### config.mk
export PLATFORM = sky130hd
export DESIGN_NAME = vga_timing_gen
export DESIGN_NICKNAME = d
export VERILOG_FILES = /design/src/rtl/vga_timing_gen.sv
export SDC_FILE = /design/constraint.sdc
export NUM_CORES = 1
export LEC_CHECK = 0
export BUFFER_PORTS_ARGS = -buffer_cell sky130_fd_sc_hd__clkbuf_2
export CAP_MARGIN = 5
export CORE_MARGIN = 8
export CORE_UTILIZATION = 52
export DETAILED_ROUTE_END_ITERATION = 10
export PLACE_DENSITY = 0.77
export SLEW_MARGIN = 20
export SYNTH_ARGS = -nofsm -noshare
export SYNTH_HDL_FRONTEND = slang
export SYNTH_SLANG_ARGS = --single-unit
### constraint.sdc
create_clock -name VGA_CLK -period 2.7 [get_ports VGA_CLK]
set_clock_uncertainty 0.1 [all_clocks]
set_input_delay 0.54 -clock VGA_CLK [delete_from_list [all_inputs] [get_ports VGA_CLK]]
set_output_delay 0.54 -clock VGA_CLK [all_outputs]
set_load 0.01 [all_outputs]
### src/rtl/vga_timing_gen.sv
`default_nettype none
// ============================================================================
// Module   : vga_timing_gen
// Purpose  : VGA raster counters, pixel-aligned sync/blank, head-to-RGB colour
//            mux, and the frame-divided move_clock pulse for the game logic.
// Revision : 1.0  initial release
// ============================================================================
module vga_timing_gen #(
    parameter int H_ACTIVE   = 640,
    parameter int H_FP       = 16,
    parameter int H_SYNC     = 96,
    parameter int H_BP       = 48,
    parameter int V_ACTIVE   = 480,
    parameter int V_FP       = 10,
    parameter int V_SYNC     = 2,
    parameter int V_BP       = 33,
    parameter int MOVE_DIV   = 6,
    parameter int PIPE_DELAY = 1
) (
    input  logic        VGA_CLK,
    input  logic        reset,
    input  logic        start,
    input  logic        head,
    output logic [11:0] CounterX,
    output logic [11:0] CounterY,
    output logic        VGA_HS,
    output logic        VGA_VS,
    output logic        VGA_BLANK_N,
    output logic [7:0]  VGA_R,
    output logic [7:0]  VGA_G,
    output logic [7:0]  VGA_B,
    output logic        frame_tick,
    output logic        move_clock
);

    localparam int H_TOTAL = H_ACTIVE + H_FP + H_SYNC + H_BP;
    localparam int V_TOTAL = V_ACTIVE + V_FP + V_SYNC + V_BP;

    localparam logic [11:0] C_H_LAST     = 12'(H_TOTAL - 1);
    localparam logic [11:0] C_V_LAST     = 12'(V_TOTAL - 1);
    localparam logic [11:0] C_H_ACTIVE   = 12'(H_ACTIVE);
    localparam logic [11:0] C_V_ACTIVE   = 12'(V_ACTIVE);
    localparam logic [11:0] C_H_ACT_LAST = 12'(H_ACTIVE - 1);
    localparam logic [11:0] C_V_ACT_LAST = 12'(V_ACTIVE - 1);
    localparam logic [11:0] C_HS_START   = 12'(H_ACTIVE + H_FP);
    localparam logic [11:0] C_HS_END     = 12'(H_ACTIVE + H_FP + H_SYNC);
    localparam logic [11:0] C_VS_START   = 12'(V_ACTIVE + V_FP);
    localparam logic [11:0] C_VS_END     = 12'(V_ACTIVE + V_FP + V_SYNC);
    localparam logic [7:0]  C_MOVE_LAST  = 8'(MOVE_DIV - 1);

    typedef struct packed {
        logic hs_n;
        logic vs_n;
        logic blank_n;
        logic border;
    } tim_t;

    localparam tim_t C_TIM_IDLE = '{hs_n: 1'b1, vs_n: 1'b1, blank_n: 1'b0, border: 1'b0};

    logic [11:0] cnt_x_q, cnt_x_d;
    logic [11:0] cnt_y_q, cnt_y_d;
    tim_t [PIPE_DELAY-1:0] pipe_q, pipe_d;
    tim_t        w_raw;
    tim_t        w_last;
    logic        w_h_wrap;
    logic        w_tick;
    logic        hs_q, vs_q, blank_n_q;
    logic [23:0] rgb_q, rgb_d;
    logic        frame_tick_q;
    logic        move_clock_q;
    logic [7:0]  fcnt_q, fcnt_d;
    logic        move_d;

    // Raster counters
    always_comb begin
        w_h_wrap = (cnt_x_q == C_H_LAST);
        cnt_x_d  = w_h_wrap ? 12'd0 : cnt_x_q + 12'd1;
        cnt_y_d  = cnt_y_q;
        if (w_h_wrap) begin
            cnt_y_d = (cnt_y_q == C_V_LAST) ? 12'd0 : cnt_y_q + 12'd1;
        end
    end

    // Timing decoded from the counters in the cycle they are presented
    always_comb begin
        w_raw.blank_n = (cnt_x_q < C_H_ACTIVE) && (cnt_y_q < C_V_ACTIVE);
        w_raw.hs_n    = !((cnt_x_q >= C_HS_START) && (cnt_x_q < C_HS_END));
        w_raw.vs_n    = !((cnt_y_q >= C_VS_START) && (cnt_y_q < C_VS_END));
        w_raw.border  = w_raw.blank_n &&
                        ((cnt_x_q == 12'd0) || (cnt_x_q == C_H_ACT_LAST) ||
                         (cnt_y_q == 12'd0) || (cnt_y_q == C_V_ACT_LAST));
    end

    always_comb begin
        pipe_d[0] = w_raw;
        for (int s = 1; s < PIPE_DELAY; s++) begin
            pipe_d[s] = pipe_q[s-1];
        end
    end

    assign w_last = pipe_q[PIPE_DELAY-1];

    // head arrives in the same cycle as w_last, so both feed the same colour register
    always_comb begin
        rgb_d = 24'h000000;
        if (!w_last.blank_n) begin
            rgb_d = 24'h000000;
        end else if (head) begin
            rgb_d = 24'h00FF00;
        end else if (w_last.border) begin
            rgb_d = 24'hFFFFFF;
        end
    end

    always_comb begin
        w_tick = (cnt_x_q == 12'd0) && (cnt_y_q == C_V_ACTIVE);
        fcnt_d = fcnt_q;
        move_d = 1'b0;
        if (!start) begin
            fcnt_d = 8'd0;
        end else if (w_tick) begin
            if (fcnt_q == C_MOVE_LAST) begin
                fcnt_d = 8'd0;
                move_d = 1'b1;
            end else begin
                fcnt_d = fcnt_q + 8'd1;
            end
        end
    end

    always_ff @(posedge VGA_CLK) begin
        if (reset) begin
            cnt_x_q      <= 12'd0;
            cnt_y_q      <= 12'd0;
            for (int s = 0; s < PIPE_DELAY; s++) begin
                pipe_q[s] <= C_TIM_IDLE;
            end
            hs_q         <= 1'b1;
            vs_q         <= 1'b1;
            blank_n_q    <= 1'b0;
            rgb_q        <= 24'h000000;
            frame_tick_q <= 1'b0;
            move_clock_q <= 1'b0;
            fcnt_q       <= 8'd0;
        end else begin
            cnt_x_q      <= cnt_x_d;
            cnt_y_q      <= cnt_y_d;
            pipe_q       <= pipe_d;
            hs_q         <= w_last.hs_n;
            vs_q         <= w_last.vs_n;
            blank_n_q    <= w_last.blank_n;
            rgb_q        <= rgb_d;
            frame_tick_q <= w_tick;
            move_clock_q <= move_d;
            fcnt_q       <= fcnt_d;
        end
    end

    assign CounterX    = cnt_x_q;
    assign CounterY    = cnt_y_q;
    assign VGA_HS      = hs_q;
    assign VGA_VS      = vs_q;
    assign VGA_BLANK_N = blank_n_q;
    assign VGA_R       = rgb_q[23:16];
    assign VGA_G       = rgb_q[15:8];
    assign VGA_B       = rgb_q[7:0];
    assign frame_tick  = frame_tick_q;
    assign move_clock  = move_clock_q;

endmodule
`default_nettype wire
# [Yosys cells after proc, flatten, opt, wreduce, memory -nomap -nowiden]
# Index checks and enable logic that the tools add are counted.
[op_classes] n_reduce_logical=17 order_cmp=6 n_bitwise=3 eq_ne=6 addsub=3 n_mux=5
[ops] op="equality test 12 x 10 -> 1 bit, second input constant" n=3
[ops] op="adder 12 x 1 -> 12 bit, second input constant" n=2
[ops] op="equality test 12 x 9 -> 1 bit, second input constant" n=2
[ops] op="logical NOT 12 bit" n=2
[ops] op="< comparator 12 x 10 -> 1 bit, second input constant" n=2
[ops] op="< comparator 12 x 9 -> 1 bit, second input constant" n=2
[ops] op="two-way mux 24 bit" n=1
[ops] op="two-way mux 16 bit" n=1
[ops] op="greater-or-equal comparator 12 x 10 -> 1 bit, second input constant" n=1
[ops] op="greater-or-equal comparator 12 x 9 -> 1 bit, second input constant" n=1
[ops] op="two-way mux 12 bit" n=1
[ops] op="adder 8 x 1 -> 8 bit, second input constant" n=1
[ops] op="equality test 8 x 3 -> 1 bit, second input constant" n=1
[ops] op="two-way mux 8 bit" n=1
[ops] op="OR reduction 2 bit" n=3
[ops] op="OR reduction 3 bit" n=2
[ops] op="logical AND 1 bit" n=5
[ops] op="logical OR 1 bit" n=3
[ops] op="inverter 1 bit" n=3
[ops] op="logical NOT 1 bit" n=2
[ops] op="two-way mux 1 bit" n=1
[word_totals] reg_bits=65 word_cells=54 inputBits=4 out_inout_bits=53

# [Longest topological paths before layout]
# Gate-level depths: netlist (run 1).
[depth] depth_word=5 mapped_depth=7 ltp_nobuf=6

# [Least setup slack after synthesis (run 1)]
# OpenSTA, ideal clock, no wires.
[synth_path] kind="flip-flop to flip-flop" startpoint="reg cnt_x_q[5], in the netlist CounterX[5]" endpoint="reg cnt_y_q[11], in the netlist CounterY[11]" required_ps=2468 path_slack_ps=306 setup_time_ps=132 stages_incl_launch_ff=7 n_path_buf=2 arrival_time_ps=2161 synth_period_minus_slack_ps=2394 cell_sequence="dfxtp_1 > or4_4 > or4_1 > clkbuf_1 > clkbuf_1 > o31ai_1 > a21oi_1"
[synth_between] elab_chain_len=1
[synth_rtl] element="start: declaration" line="60" source="logic [11:0] cnt_x_q, cnt_x_d;"
[synth_rtl] element="start signal: assignment" line="146" source="cnt_x_q <= cnt_x_d;"
[synth_rtl] element="equality test 12 x 10 -> 1 bit" line="76" source="w_h_wrap = (cnt_x_q == C_H_LAST);"
[synth_rtl] element="end signal: assignment" line="147" source="cnt_y_q <= cnt_y_d;"
[synth_rtl] element="end: declaration" line="61" source="logic [11:0] cnt_y_q, cnt_y_d;"
# No other way between the ends.
# A chain may end at the register's enable or synchronous reset.

# [Final worst setup path (run 1)]
[layout_path] startpoint="reg cnt_x_q[6], in the netlist CounterX[6]" endpoint="reg cnt_y_q[11], in the netlist CounterY[11]"
# Same word-level chain as after synthesis.

==> results of run 1 <==
cells by family (layout without fill, tap and decap cells):
logic type	count (synthesis)	in the layout	synth area share, %
and+or+nand+nor	115	115	29.19
DFF	43	43	39.38
buffers and inverters	42	81	11.11
AOI/OAI and AO/OA	41	41	12.02
xor gates and xnor gates	11	11	4.407
adders and majority gates	6	6	3.434
muxes	1	1	0.4579
Yosys cell counts (all sizes together):
cell / n
dfxtp: 43
buf: 24
nor2: 22
nand3: 16
a21oi: 14
nand2: 14
or4: 12
inv: 10
xnor2: 10
nand4: 9
o21ai: 9
or3: 9
clkbuf: 8
nor3: 7
ha: 6
and3: 4
o31ai: 4
nand2b: 3
nor2b: 3
nor4: 3
or2: 3
a211oi: 2
and2: 2
and4: 2
nor3b: 2
nor4b: 2
a2111oi: 1
a21boi: 1
a31o: 1
a31oi: 1
and3b: 1
mux2i: 1
o2111a: 1
o21a: 1
o21ba: 1
o22ai: 1
o311a: 1
o311ai: 1
o31a: 1
o32ai: 1
or4b: 1
xor2: 1
worst max-delay path, cell delays in order (launching register included):
cell and delay (ns):
dfxtp_1 0.37, or4_4 0.55, or4_1 0.72, or4_1 0.56
a21oi_1 0.18
registers in the layout, indices dropped and copies added, names as in the netlist, 2 cells and up:
| signal | count |
|---|---|
| CounterX | 12 |
| CounterY | 12 |
| fcnt_q | 8 |
| pipe_q | 4 |
| rgb_q | 2 |
metal layers:
| metal | wire length (um) | global-route usage [%] | vias to the layer above |
|---|---|---|---|
| met2 | 2235 | 24.54 | 67 |
| met4 | 48 | 6.071 | 0 |
| met1 | 2290 | 20.23 | 941 |
| li1 | - | - | 981 |
| met5 | 0 | 0 | - |
| met3 | 439 | 4.194 | 4 |
report_power, final:
group          total (mW)  internal, mW  switching, mW  leakage [nW]
Sequential          0.649         0.641        0.00834         0.348
Combinational      0.0747        0.0287         0.0460         0.601
Clock               0.520         0.299          0.220        0.0612
Total                1.24         0.969          0.275          1.01
worst paths after layout:
kind	startpoint	slack [ns]	endpoint
max	CounterX[6]	0.15	CounterY[11]
min	pipe_q[2]	0.32	VGA_VS
max reg2reg	CounterX[6]	0.15	CounterY[11]
min reg2reg	pipe_q[2]	0.32	VGA_VS
final cells by class:
cell class	instances	area, um2	share of cell area, %
clock buffers	6	82.58	3.312
multi-input cells	174	1082	43.40
clock inverters	2	35.03	1.405
inverters	10	37.54	1.505
repair buffers	63	332.8	13.35
flip-flops and latches	43	860.8	34.52
well taps	50	62.56	2.509
through the flow:
stage,power [mW],std cells
after floorplan,0.7234,259
after global placement,0.7388,340
after detailed placement,0.7395,340
after CTS,1.252,348
after global routing,1.289,348
final,1.244,348
==> key figures, run 1 <==
Run status
  • Status: finished clean

Global routing
  • Initial antenna violation count: 0
  • Global-route wire length before repair: 8431 um
  • Vias in the first global route: 1821
  • Largest net degree at the start of global routing: 17
  • Total track usage: 15.73%
  • Grt total ovfl: 0

Hold path
  • Worst min path class: reg2reg
  • Worst hold path depth: 1

Cells and area
  • Final #Nets: 307
  • ANT cells: 0
  • Post-route design area: 2494 um2
  • Commonest non-fill, non-tap cells in the layout: clkbuf_2 (56), dfxtp_1 (43), nor2_1 (22)
  • Share of cells above drive strength 1: 26.17%
  • Layout area overhead: 14.08%
  • Fillers: 364
  • Final core occ: 61.89%
  • Leading cell type in the layout, fill and taps excluded: clkbuf_2

Detailed routing
  • Vias/cell: 5.727
  • TritonRoute pass-1 iters: 4
  • WL per Instance: 14.41 um
  • Total wire length: 5013 um
  • Vias post-DR: 1993
  • Residual DRC count: 0
  • Drt first-iter violations: 174
  • Final ANT Viol Nets: 0

Worst setup path
  • CP endpoint kind: flop
  • Setup CP Type: reg2reg
  • Setup crit start kind: flop
  • Worst Path Max Fanout: 13
  • Critical Path RT: 2.82 ns
  • Worst R2R Path Depth: 4
  • Worst Path Arrival: 2.67 ns

CTS
  • Worst skew pair latency: 0.30 ns
  • Clock buffer depth: 2
  • Clock Sinks: 43
  • CTS tree: done
  • CTS Root Cell: clkbuf_8
  • Post-CTS setup repair buffer count: 0
  • H-Tree Level Count: 2
  • CTS Hold Bufs: 0
  • Clock-pin slew on the worst setup and hold paths: 0.08 ns
  • Cts bufs inserted: 5
  • Post-cts resize count: 0

Synth
  • Area of the mapped netlist: 2186 um2
  • Ys Warns: 0
  • Mean Syn Cell Area: 8.440 um2
  • Seq cells post-synth: 43
  • Synth cell types: 44
  • Sequential area share after synthesis: 39.38%
  • Cells after Synth: 259
  • Post-Syn Nets: 269
  • Area contributors post-synth: dfxtp_1 (39%), buf_4 (7.6%), xnor2_1 (4.0%)
  • Post-synth top area share: 39.38%
  • Cell accounting for the most synthesized area: dfxtp_1

Placed design
  • DP Area: 2376 um2
  • Pre-CTS worst setup slack: 0.1534 ns
  • Global placement routability congestion: 0.8691
  • DP HPWL: 3622 um
  • Port bufs: 56

Power
  • PwrDens: 498.8 nW/um2
  • Leak pwr: 1.010 nW
  • VDD IR max: 0.2418 mV

STA
  • Final hold violation count: 0
  • Unrepaired setup endpoints after global routing: no
  • Rel. slew slack: 54.20%
  • Worst setup slack after layout: 0.1510 ns
  • Slew @ Worst Pin: 0.6697 ns
  • Hold slack final: 0.3172 ns
  • Final period utilization: 94.41%
  • Min Tclk post-route: 2.549 ns
  • Fmax: 0.3923 GHz
  • Final setup vio count: 0
  • TNS Setup: 0 ns
  • Count of pins over their slew limit: 0

Floorplan
  • Core area: 4029 um2
  • Initial Utilization: 54.25%
  • Die area: 6534 um2
  • FP Rows: 23
  • Die X: 80.84 um
  • Die Span Y: 80.84 um
  • Io pins: 57

Job
  • Number of max-cap violations: 0
(Power assumes the default switching activity.)
==> run 2, diff against run 1 <==
- PLACE_DENSITY: 0.77 -> not set
- PLACE_DENSITY_LB_ADDON: not set -> 0.15
==> run 2 against run 1 <==
Maximum frequency is 1.6% lower. Highest routed layer unchanged. Via count is 3.3% lower. Cell count stayed put. Register-to-register slack worse by 0.04 ns. Combinational power is 1% higher. Non-clock buffer count stayed put. Largest power group unchanged. Worst setup slack worse by 0.043 ns. Sequential share of layout area stayed put. Critical endpoint is now CounterY[3]. Utilization stayed put. Critical path type unchanged. Cell area stayed put.
==> key figures, run 2 (synthesized netlist as in run 1, its figures left out) <==
Global routing
  • Initial antenna violation count: 0 (unchanged)
  • Grt total ovfl: 0 (unchanged)
  • Total track usage: 15.18% (was 15.73%)
  • Global-route wire length before repair: 8107 um (was 8431 um)
  • Largest net degree at the start of global routing: 17 (unchanged)
  • Vias in the first global route: 1715 (was 1821)

Cells and area
  • Layout area overhead: 14.08% (unchanged)
  • Fillers: 382 (was 364)
  • Share of cells above drive strength 1: 26.17% (unchanged)
  • Leading cell type in the layout, fill and taps excluded: clkbuf_2 (unchanged)
  • ANT cells: 0 (unchanged)
  • Final core occ: 61.89% (unchanged)
  • Multi-input gate area: 1082 um2 (unchanged)
  • Final #Nets: 307 (unchanged)
  • FF+latch area: 860.8 um2 (unchanged)
  • Commonest non-fill, non-tap cells in the layout: clkbuf_2 (56), dfxtp_1 (43), nor2_1 (22) (unchanged)

Worst setup path
  • Reg2reg end: CounterY[3] (was CounterY[11])
  • CP endpoint kind: flop (unchanged)
  • FF-to-FF setup slack: 0.11 ns (was 0.15 ns)
  • Max incr delay on CP: 0.75 ns (was 0.72 ns)
  • Crit-path slowest cell: or4_1 (unchanged)
  • Worst Path Arrival: 2.71 ns (was 2.67 ns)
  • R2r startpoint: CounterX[6] (unchanged)
  • Setup CP Type: reg2reg (unchanged)
  • Crit-path cells: or4_4 -> or4_1 -> buf_4 -> or3_1 -> a21oi_1 (was or4_4 -> or4_1 -> or4_1 -> a21oi_1)
  • Worst R2R Path Depth: 5 (was 4)
  • CP startpoint: CounterX[6] (unchanged)
  • Setup crit start kind: flop (unchanged)
  • CP endpoint: CounterY[3] (was CounterY[11])
  • Worst Path Max Fanout: 16 (was 13)
  • Critical Path RT: 2.82 ns (about the same)

Floorplan
  • Core area: 4029 um2 (unchanged)
  • Initial Utilization: 54.25% (unchanged)
  • Die area: 6534 um2 (unchanged)
  • Die X: 80.84 um (unchanged)
  • Die Span Y: 80.84 um (unchanged)
  • FP Rows: 23 (unchanged)
  • Io pins: 57 (unchanged)

Job
  • Number of max-cap violations: 0 (unchanged)

Detailed routing
  • Total wire length: 5116 um (was 5013 um)
  • Vias post-DR: 1927 (was 1993)
  • TritonRoute pass-1 iters: 4 (unchanged)
  • Final ANT Viol Nets: 0 (unchanged)
  • Residual DRC count: 0 (unchanged)
  • WL per Instance: 14.70 um (was 14.41 um)
  • Vias/cell: 5.537 (was 5.727)
  • Drt first-iter violations: 68 (was 174)

CTS
  • Cts bufs inserted: 5 (unchanged)
  • Clock Sinks: 43 (unchanged)
  • CTS Hold Bufs: 0 (unchanged)
  • Worst skew pair latency: 0.30 ns (about the same)
  • Post-cts resize count: 0 (unchanged)
  • Clock-pin slew on the worst setup and hold paths: 0.08 ns (about the same)
  • CTS Root Cell: clkbuf_8 (unchanged)
  • CTS tree: done (unchanged)
  • H-Tree Level Count: 2 (unchanged)
  • Post-CTS setup repair buffer count: 0 (unchanged)
  • Clock buffer depth: 2 (unchanged)

STA
  • TNS Setup: 0 ns (unchanged)
  • Fmax: 0.3859 GHz (was 0.3923 GHz)
  • Final hold violation count: 0 (unchanged)
  • Final setup vio count: 0 (unchanged)
  • Slew @ Worst Pin: 0.7961 ns (was 0.6697 ns)
  • Unrepaired setup endpoints after global routing: no (unchanged)
  • Rel. slew slack: 45.55% (was 54.20%)
  • Hold slack final: 0.3151 ns (was 0.3172 ns)
  • Min Tclk post-route: 2.592 ns (was 2.549 ns)
  • Count of pins over their slew limit: 0 (unchanged)
  • Final period utilization: 95.99% (was 94.41%)

Power
  • Gate power share: 6.1% (was 6.0%)
  • Leak pwr: 1.010 nW (about the same)
  • Sequential share of power: 52.0% (was 52.2%)
  • PwrDens: 500.8 nW/um2 (was 498.8 nW/um2)
  • Clk pwr share: 41.9% (was 41.8%)
  • Net Sw Frac: 22.34% (was 22.09%)
  • VDD IR max: 0.3487 mV (was 0.2418 mV)
  • NetSw: 278.9 uW (was 274.7 uW)
  • Int Power: 969.8 uW (was 969.0 uW)

Placed design
  • Global placement routability congestion: 0.8529 (was 0.8691)
  • DP HPWL: 3748 um (was 3622 um)
  • Port bufs: 56 (unchanged)

Hold path
  • Worst min path class: reg2reg (unchanged)

Run status
  • Status: finished clean (unchanged)
==> run 2: cell counts in the layout (fill, tap and decap cells not counted) <==
No cell type changed its count.
==> run 2: how the worst min path moves through the flow <==
stage               from  endpoint  slack, ns  cells after the start
2_1_floorplan  pipe_q[3]    VGA_HS       0.29                      1
3_3_place_gp   pipe_q[3]    VGA_HS       0.29                      1
3_5_place_dp   pipe_q[2]    VGA_VS       0.30                      1
4_1_cts        pipe_q[2]    VGA_VS       0.32                      1
5_1_grt        pipe_q[2]    VGA_VS       0.32                      1
6_report       pipe_q[2]    VGA_VS       0.32                      1
==> run 2: metrics by stage <==
| step | power (mW) | instances | setup slack, ns | cell area (um2) |
|---|---|---|---|---|
| global route | 1.290 | 348 | 0.03765 | 2494 |
| CTS | 1.258 | 348 | 0.1146 | 2494 |
| floorplan | 0.7234 | 259 | 0.3063 | 2186 |
| detailed placement | 0.7411 | 340 | 0.1382 | 2376 |
| global placement | 0.7400 | 340 | 0.2097 | 2376 |
| finish | 1.249 | 348 | 0.1084 | 2494 |
==> run 2: power by group through the flow <==
stage          Clock, mW  Sequential, mW  Combinational [mW]
2_1_floorplan          0           0.666              0.0570
3_3_place_gp           0           0.664              0.0757
3_5_place_dp           0           0.665              0.0762
4_1_cts            0.532           0.650              0.0764
5_1_grt            0.556           0.652              0.0825
6_report           0.523           0.650              0.0756
==> run 2: area by class of cell <==
type                    count  share of cell area [%]
flip-flops and latches     43                   34.52
multi-input cells         174                   43.40
inverters                  10                   1.505
repair buffers             63                   13.35
clock buffers               6                   3.312
clock inverters             2                   1.405
well taps                  50                   2.509
==> run 2: metal layers <==
metal  track usage [%]  vias up  part of all wire, %
met1             19.58      888                   47
met3             3.201        5                  7.1
met2             24.30       51                   45
li1                  -      983                    -
met5                 0        -                    0
met4             5.714        0                 0.86
==> run 2: critical path, delay by kind of cell (launching register included) <==
family,cells,cell delay (ns)
flops,1,0.37
buf+inv,1,0.26
simple gates,3,1.62
compound gates,1,0.17
